**src/rtl/mem_resp_stage.sv**
```systemverilog
// MEM pipeline stage: holds one EXE payload, waits for its split-transaction SRAM response,
// buffers read data under WB back-pressure and discards responses orphaned by a flush.
module mem_resp_stage #(
  parameter int DW        = 32,
  parameter int EXTRA_W   = 64,
  parameter int MAX_OUTST = 2
) (
  input  logic                     clk,
  input  logic                     reset,
  input  logic                     ws_allowin,
  output logic                     ms_allowin,
  input  logic                     es_to_ms_valid,
  input  logic [EXTRA_W+DW+47-1:0] es_to_ms_bus,
  output logic                     ms_to_ws_valid,
  output logic [EXTRA_W+DW+38-1:0] ms_to_ws_bus,
  output logic [DW+7-1:0]          ms_fwd_bus,
  input  logic                     ms_flush_pipe,
  input  logic                     data_sram_data_ok,
  input  logic [DW-1:0]            data_sram_rdata
);

  localparam int CNT_W = $clog2(MAX_OUTST + 1);
  localparam int AW    = (DW == 64) ? 3 : 2;

  typedef struct packed {
    logic [EXTRA_W-1:0] extra;
    logic               mem_req;
    logic [6:0]         load_op;   // {ld,lwu,lhu,lbu,lw,lh,lb}
    logic               res_from_mem;
    logic               gr_we;
    logic [4:0]         dest;
    logic [DW-1:0]      alu_result;
    logic [31:0]        pc;
  } es_bus_t;

  es_bus_t          bus_in;
  es_bus_t          bus_r;
  logic             ms_valid;
  logic             got;
  logic [DW-1:0]    buf_r;
  logic [CNT_W-1:0] drop_cnt;

  logic orphan_ok;
  logic owned_ok;
  logic ms_ready_go;
  logic flush_inc;
  logic accept;
  logic blk;
  logic fwd_valid;

  assign bus_in = es_to_ms_bus;

  // Orphans always drain first: responses return in request order.
  assign orphan_ok   = data_sram_data_ok && (drop_cnt != '0);
  assign owned_ok    = data_sram_data_ok && (drop_cnt == '0) && ms_valid && bus_r.mem_req && !got;
  assign ms_ready_go = !bus_r.mem_req || got || owned_ok;

  assign ms_allowin     = !ms_valid || (ms_ready_go && ws_allowin);
  assign ms_to_ws_valid = ms_valid && ms_ready_go && !ms_flush_pipe;
  assign flush_inc      = ms_flush_pipe && ms_valid && bus_r.mem_req && !got && !owned_ok;
  assign accept         = es_to_ms_valid && ms_allowin && !ms_flush_pipe;

  // NOTE: every register here is assigned with <= so all updates see pre-edge values.
  always_ff @(posedge clk) begin
    if (reset) begin
      ms_valid <= 1'b0;
      bus_r    <= '0;
      got      <= 1'b0;
      buf_r    <= '0;
      drop_cnt <= '0;
    end else begin
      if (owned_ok) begin
        got   <= 1'b1;
        buf_r <= data_sram_rdata;
      end

      if (ms_flush_pipe) begin
        ms_valid <= 1'b0;
      end else if (accept) begin
        ms_valid <= 1'b1;
        bus_r    <= bus_in;
        got      <= 1'b0;
      end else if (ms_allowin) begin
        ms_valid <= 1'b0;
      end

      unique case ({flush_inc, orphan_ok})
        2'b10:   drop_cnt <= drop_cnt + CNT_W'(1);
        2'b01:   drop_cnt <= drop_cnt - CNT_W'(1);
        default: drop_cnt <= drop_cnt;
      endcase
    end
  end

  // Same-cycle response is forwarded straight from the SRAM, later cycles from the buffer.
  logic [DW-1:0] rdata_sel;
  logic [AW-1:0] lane;
  logic [7:0]    lane_b;
  logic [15:0]   lane_h;
  logic [31:0]   lane_w;
  logic [DW-1:0] load_result;
  logic [DW-1:0] final_result;

  assign rdata_sel = got ? buf_r : data_sram_rdata;
  assign lane      = bus_r.alu_result[AW-1:0];
  assign lane_b    = 8'(rdata_sel >> {lane, 3'b000});
  assign lane_h    = 16'(rdata_sel >> {lane[AW-1:1], 4'b0000});
  assign lane_w    = (DW == 64) ? 32'(rdata_sel >> {lane[AW-1], 5'b00000}) : 32'(rdata_sel);

  // NOTE: default assignment first so no path through this block can infer a latch.
  always_comb begin
    load_result = '0;
    if (bus_r.load_op[0])      load_result = DW'(signed'(lane_b));
    else if (bus_r.load_op[1]) load_result = DW'(signed'(lane_h));
    else if (bus_r.load_op[2]) load_result = DW'(signed'(lane_w));
    else if (bus_r.load_op[3]) load_result = DW'(lane_b);
    else if (bus_r.load_op[4]) load_result = DW'(lane_h);
    else if (bus_r.load_op[5]) load_result = (DW == 64) ? DW'(lane_w) : '0;
    else if (bus_r.load_op[6]) load_result = (DW == 64) ? rdata_sel : '0;
  end

  assign final_result = bus_r.res_from_mem ? load_result : bus_r.alu_result;
  assign fwd_valid    = ms_valid && bus_r.gr_we;
  assign blk          = ms_valid && bus_r.res_from_mem && !ms_ready_go;

  assign ms_to_ws_bus = {bus_r.extra, bus_r.gr_we, bus_r.dest, final_result, bus_r.pc};
  assign ms_fwd_bus   = {blk, fwd_valid, bus_r.dest, final_result};

  a_no_stray_resp: assert property (@(posedge clk) disable iff (reset)
    !(data_sram_data_ok && !orphan_ok && !owned_ok));

  a_drop_cnt_bound: assert property (@(posedge clk) disable iff (reset)
    int'(drop_cnt) <= MAX_OUTST);

endmodule
```
**config.mk**
```make
export PLATFORM = sky130hd
export DESIGN_NAME = mem_resp_stage
export DESIGN_NICKNAME = d
export VERILOG_FILES = /design/src/rtl/mem_resp_stage.sv
export SDC_FILE = /design/constraint.sdc
export NUM_CORES = 1
export LEC_CHECK = 0
export CORE_MARGIN = 5
export CORE_UTILIZATION = 35
export CTS_CLUSTER_SIZE = 10
export DETAILED_ROUTE_END_ITERATION = 16
export DONT_BUFFER_PORTS = 1
export GPL_TIMING_DRIVEN = 0
export HOLD_SLACK_MARGIN = 0.03
export SLEW_MARGIN = 20
export SYNTH_ARGS = -nofsm -noshare
export SYNTH_HDL_FRONTEND = slang
export SYNTH_SLANG_ARGS = --single-unit
```
**constraint.sdc**
```tcl
create_clock -name clk -period 2.98 [get_ports clk]
set_input_delay 0 -clock clk [delete_from_list [all_inputs] [get_ports clk]]
set_output_delay 0 -clock clk [all_outputs]
set_load 0.02 [all_outputs]
```
==> results_dict.tcl <==
set metrics [dict create \
    run_status "complete, no violations" \
    synthMuxAreaShare 0.191 \
    critPathMaxStageDelay_ps 530 \
    worstPathArrival_ps 2780 \
    clock_latency_ps 440 \
    path_depth 7 \
    finalMaxSlewViolations 0 \
    vdd_drop_max_uv 318 \
    worstSetupPathType "reg -> out" \
    antenna_left 0 \
    htree_levels 4 \
    pin_count 356 \
    io_buffers 0 \
    slew_headroom 0.440 \
    gr-usage-all-layers 0.197 \
    dpl_cell_area_sq_mm 0.0105 \
    cts_made_buffers 17 \
    grt_pass1_vias 8361 \
    ys_seq_elements 177 \
    timing.rr.start "ms_valid" \
    drt-pass1-iter-count 4 \
    r2r.worst_path.cells 7 \
    setup_viol 0 \
    final_util 0.452 \
    fin_nets 1483 \
    grt_first_pass_wirelength_mm 48.6 \
    synth_compound_area_frac 0.0739 \
    fmax_mhz 359 \
    fin_crit_ps 2780 \
    final_cell_mix "287 x nand2b_1, 177 x dfxtp_1, 176 x mux2i_1, 176 x dlygate4sd3_1, 151 x buf_4" \
    via_count 8115 \
    synthAdderAreaFrac 0.00125 \
    via_per_inst 4.77 \
    clkTransAtPathRegs_ps 70 \
    synth_simple_gate_area_frac 0.232 \
    required_ps 2980 \
    fin_area_sq_mm 0.0129 \
    yosysUniqueCellTypes 47 \
    cp_num_buf_inv 3 \
    worst_pin_slew_ps 840 \
    clkSinkCount 177 \
    crit_family "simple AND/OR/NAND/NOR gates" \
    hpwlAfterDp_mm 24.6 \
    worstPathCellList "buf_2 > nor4b_1 > or2_2 > buf_2 > o22ai_1 > a21oi_1 > buf_4" \
    period_share 0.934 \
    cts_buffer_depth 2 \
    die_x_microns 179 \
    final_common_cell "nand2b_1" \
    overflow 0 \
    startpoint_type "flop" \
    setup_tns_ps 0 \
    cts-root-buf "clkbuf_16" \
    fin_worst_skew_ps 12.8 \
    setup.worst_path.start "bus_r[71]" \
    syn_inst 1106 \
    drc 0 \
    cts_tree "done" \
    powerDensity_mw_per_mm2 472 \
    syn2layout_area_growth_pct 28.5 \
    dieHeight_microns 179 \
    rows 62 \
    dp.cells 1490 \
    grt_max_degree 17 \
    leakage_nw 4.99 \
    syn_area_sq_mm 0.0100 \
    synth_nets 1288 \
    initial_core_util 0.352 \
    ys.warnings.count 0 \
    drt_wl_total_mm 33.2 \
    cp_max_fo 10 \
    cap_violations 0 \
    synth_top_family_by_area "simple AND/OR/NAND/NOR gates" \
    stdcell_count 1700 \
    holdPathStages 1 \
    rsz0062_at_grt "false" \
    crit_top_cell "buf_2" \
    hold_start "ms_flush_pipe" \
    hold_viol 0 \
    antenna_found_initial 2 \
    core_area_sq_mm 0.0285 \
    synthXorXnorAreaFrac 0.00174 \
    hold_class "in -> out" \
    die_area_sq_mm 0.0322 \
    ys_seq_area_frac 0.353 \
    drive_gt1_frac 0.164 \
    wl_per_cell_microns 19.5 \
    crit_slowest_cell "nor4b_1" \
    endpoint_kind "output pin" \
    synth_area_per_cell_sq_um 9.08 \
    place.gp.congestion 0.912 \
    drt-initial-drc-count 412 \
]
-- power breakdown --
part	internal (mW)	switching (mW)	total, mW	leakage, nW
Sequential	2.47	0.0645	2.53	1.44
Clock	1.28	1.06	2.34	0.287
Combinational	0.567	0.652	1.22	3.26
Total	4.31	1.78	6.09	4.99
-- kinds of logic after synthesis --
kind of cell / after synthesis
and+or+nand+nor: 410
buffers and inverters: 221
muxes: 184
DFF: 177
AOI/OAI and AO/OA: 111
xor gates and xnor gates: 2
adders and majority gates: 1
-- metal layers --
layer	GRT usage	up-vias	part of all wire
met5	0	-	0.00021
met4	0.0501	2	0.015
met3	0.0539	31	0.078
met2	0.354	331	0.50
met1	0.233	3846	0.40
li1	-	3905	-
-- synthesized netlist by cell type, drive strengths merged --
| master | instances | area (sq um) |
|---|---|---|
| and4bb | 1 | 16.3 |
| a31o | 1 | 8.76 |
| or2 | 1 | 6.26 |
| and3 | 1 | 6.26 |
| nor2 | 37 | 139 |
| inv | 3 | 11.3 |
| nand3b | 1 | 7.51 |
| nand3 | 2 | 10.0 |
| or3b | 1 | 8.76 |
| o22a | 24 | 210 |
| mux2i | 177 | 1780 |
| o22ai | 6 | 37.5 |
| nor2b | 3 | 18.8 |
| dfxtp | 177 | 3540 |
| a211oi | 2 | 15.0 |
| nor3 | 3 | 20.0 |
| o21ai | 13 | 72.6 |
| mux4 | 4 | 97.6 |
| and3b | 1 | 8.76 |
| and2 | 1 | 6.26 |
| mux2 | 3 | 33.8 |
| a2111oi | 2 | 17.5 |
| xor2 | 1 | 8.76 |
| ha | 1 | 12.5 |
| o311ai | 1 | 8.76 |
| clkbuf | 50 | 188 |
| o211ai | 1 | 21.3 |
| xnor2 | 1 | 8.76 |
| o2111a | 1 | 11.3 |
| o21a | 2 | 15.0 |
| nand2 | 67 | 251 |
| buf | 168 | 1290 |
| a2bb2oi | 1 | 8.76 |
| nor3b | 2 | 15.0 |
| or3 | 1 | 6.26 |
| a211o | 1 | 8.76 |
| o2bb2ai | 7 | 61.3 |
| nor4b | 1 | 8.76 |
| a21oi | 49 | 245 |
| nand2b | 287 | 1800 |
-- final cells by class --
class | count | area, sq um
antenna | 2 | 5.00
buffer | 218 | 1470
clock buffer | 20 | 447
clock inverter | 12 | 146
fill | 2761 | 15600
inverter | 3 | 11.3
multi-input combinational | 708 | 5030
sequential | 177 | 3540
tap | 384 | 480
timing repair buffer | 176 | 1760
-- path summary, 6_finish.rpt --
| kind | end | slack (ps) |
|---|---|---|
| setup / recovery | ms_to_ws_bus[36] | 200 |
| hold / removal | ms_to_ws_valid | 90 |
| setup reg to reg | ms_fwd_bus[32] | 990 |
| hold reg to reg | buf_r[6] | 450 |
-- stage by stage --
stage	setup slack (ps)	total power, mW	hold slack, ps
finish	195	6.09	87.4
global route	43.6	6.34	88.4
CTS	39.1	6.15	89.0
detailed placement	524	3.60	83.0
global placement	573	3.59	80.5
floorplan	1020	3.40	79.3
-- state kept, by name, indices dropped and copies added (netlist names) --
name          count
bus_r            39
drop_cnt          2
ms_fwd_bus        5
ms_to_ws_bus     97
ms_valid          1
got               1
buf_r            32
-- repair_timing --
item | 4_1_cts | 5_1_grt
hold buffers | 176 | 0
hold endpoints to repair | 177 | 0
resized for setup | 0 | 4
setup endpoints to repair | 0 | 4
setup buffers | 0 | 0
Note: power is estimated with default switching activity, not from simulation.
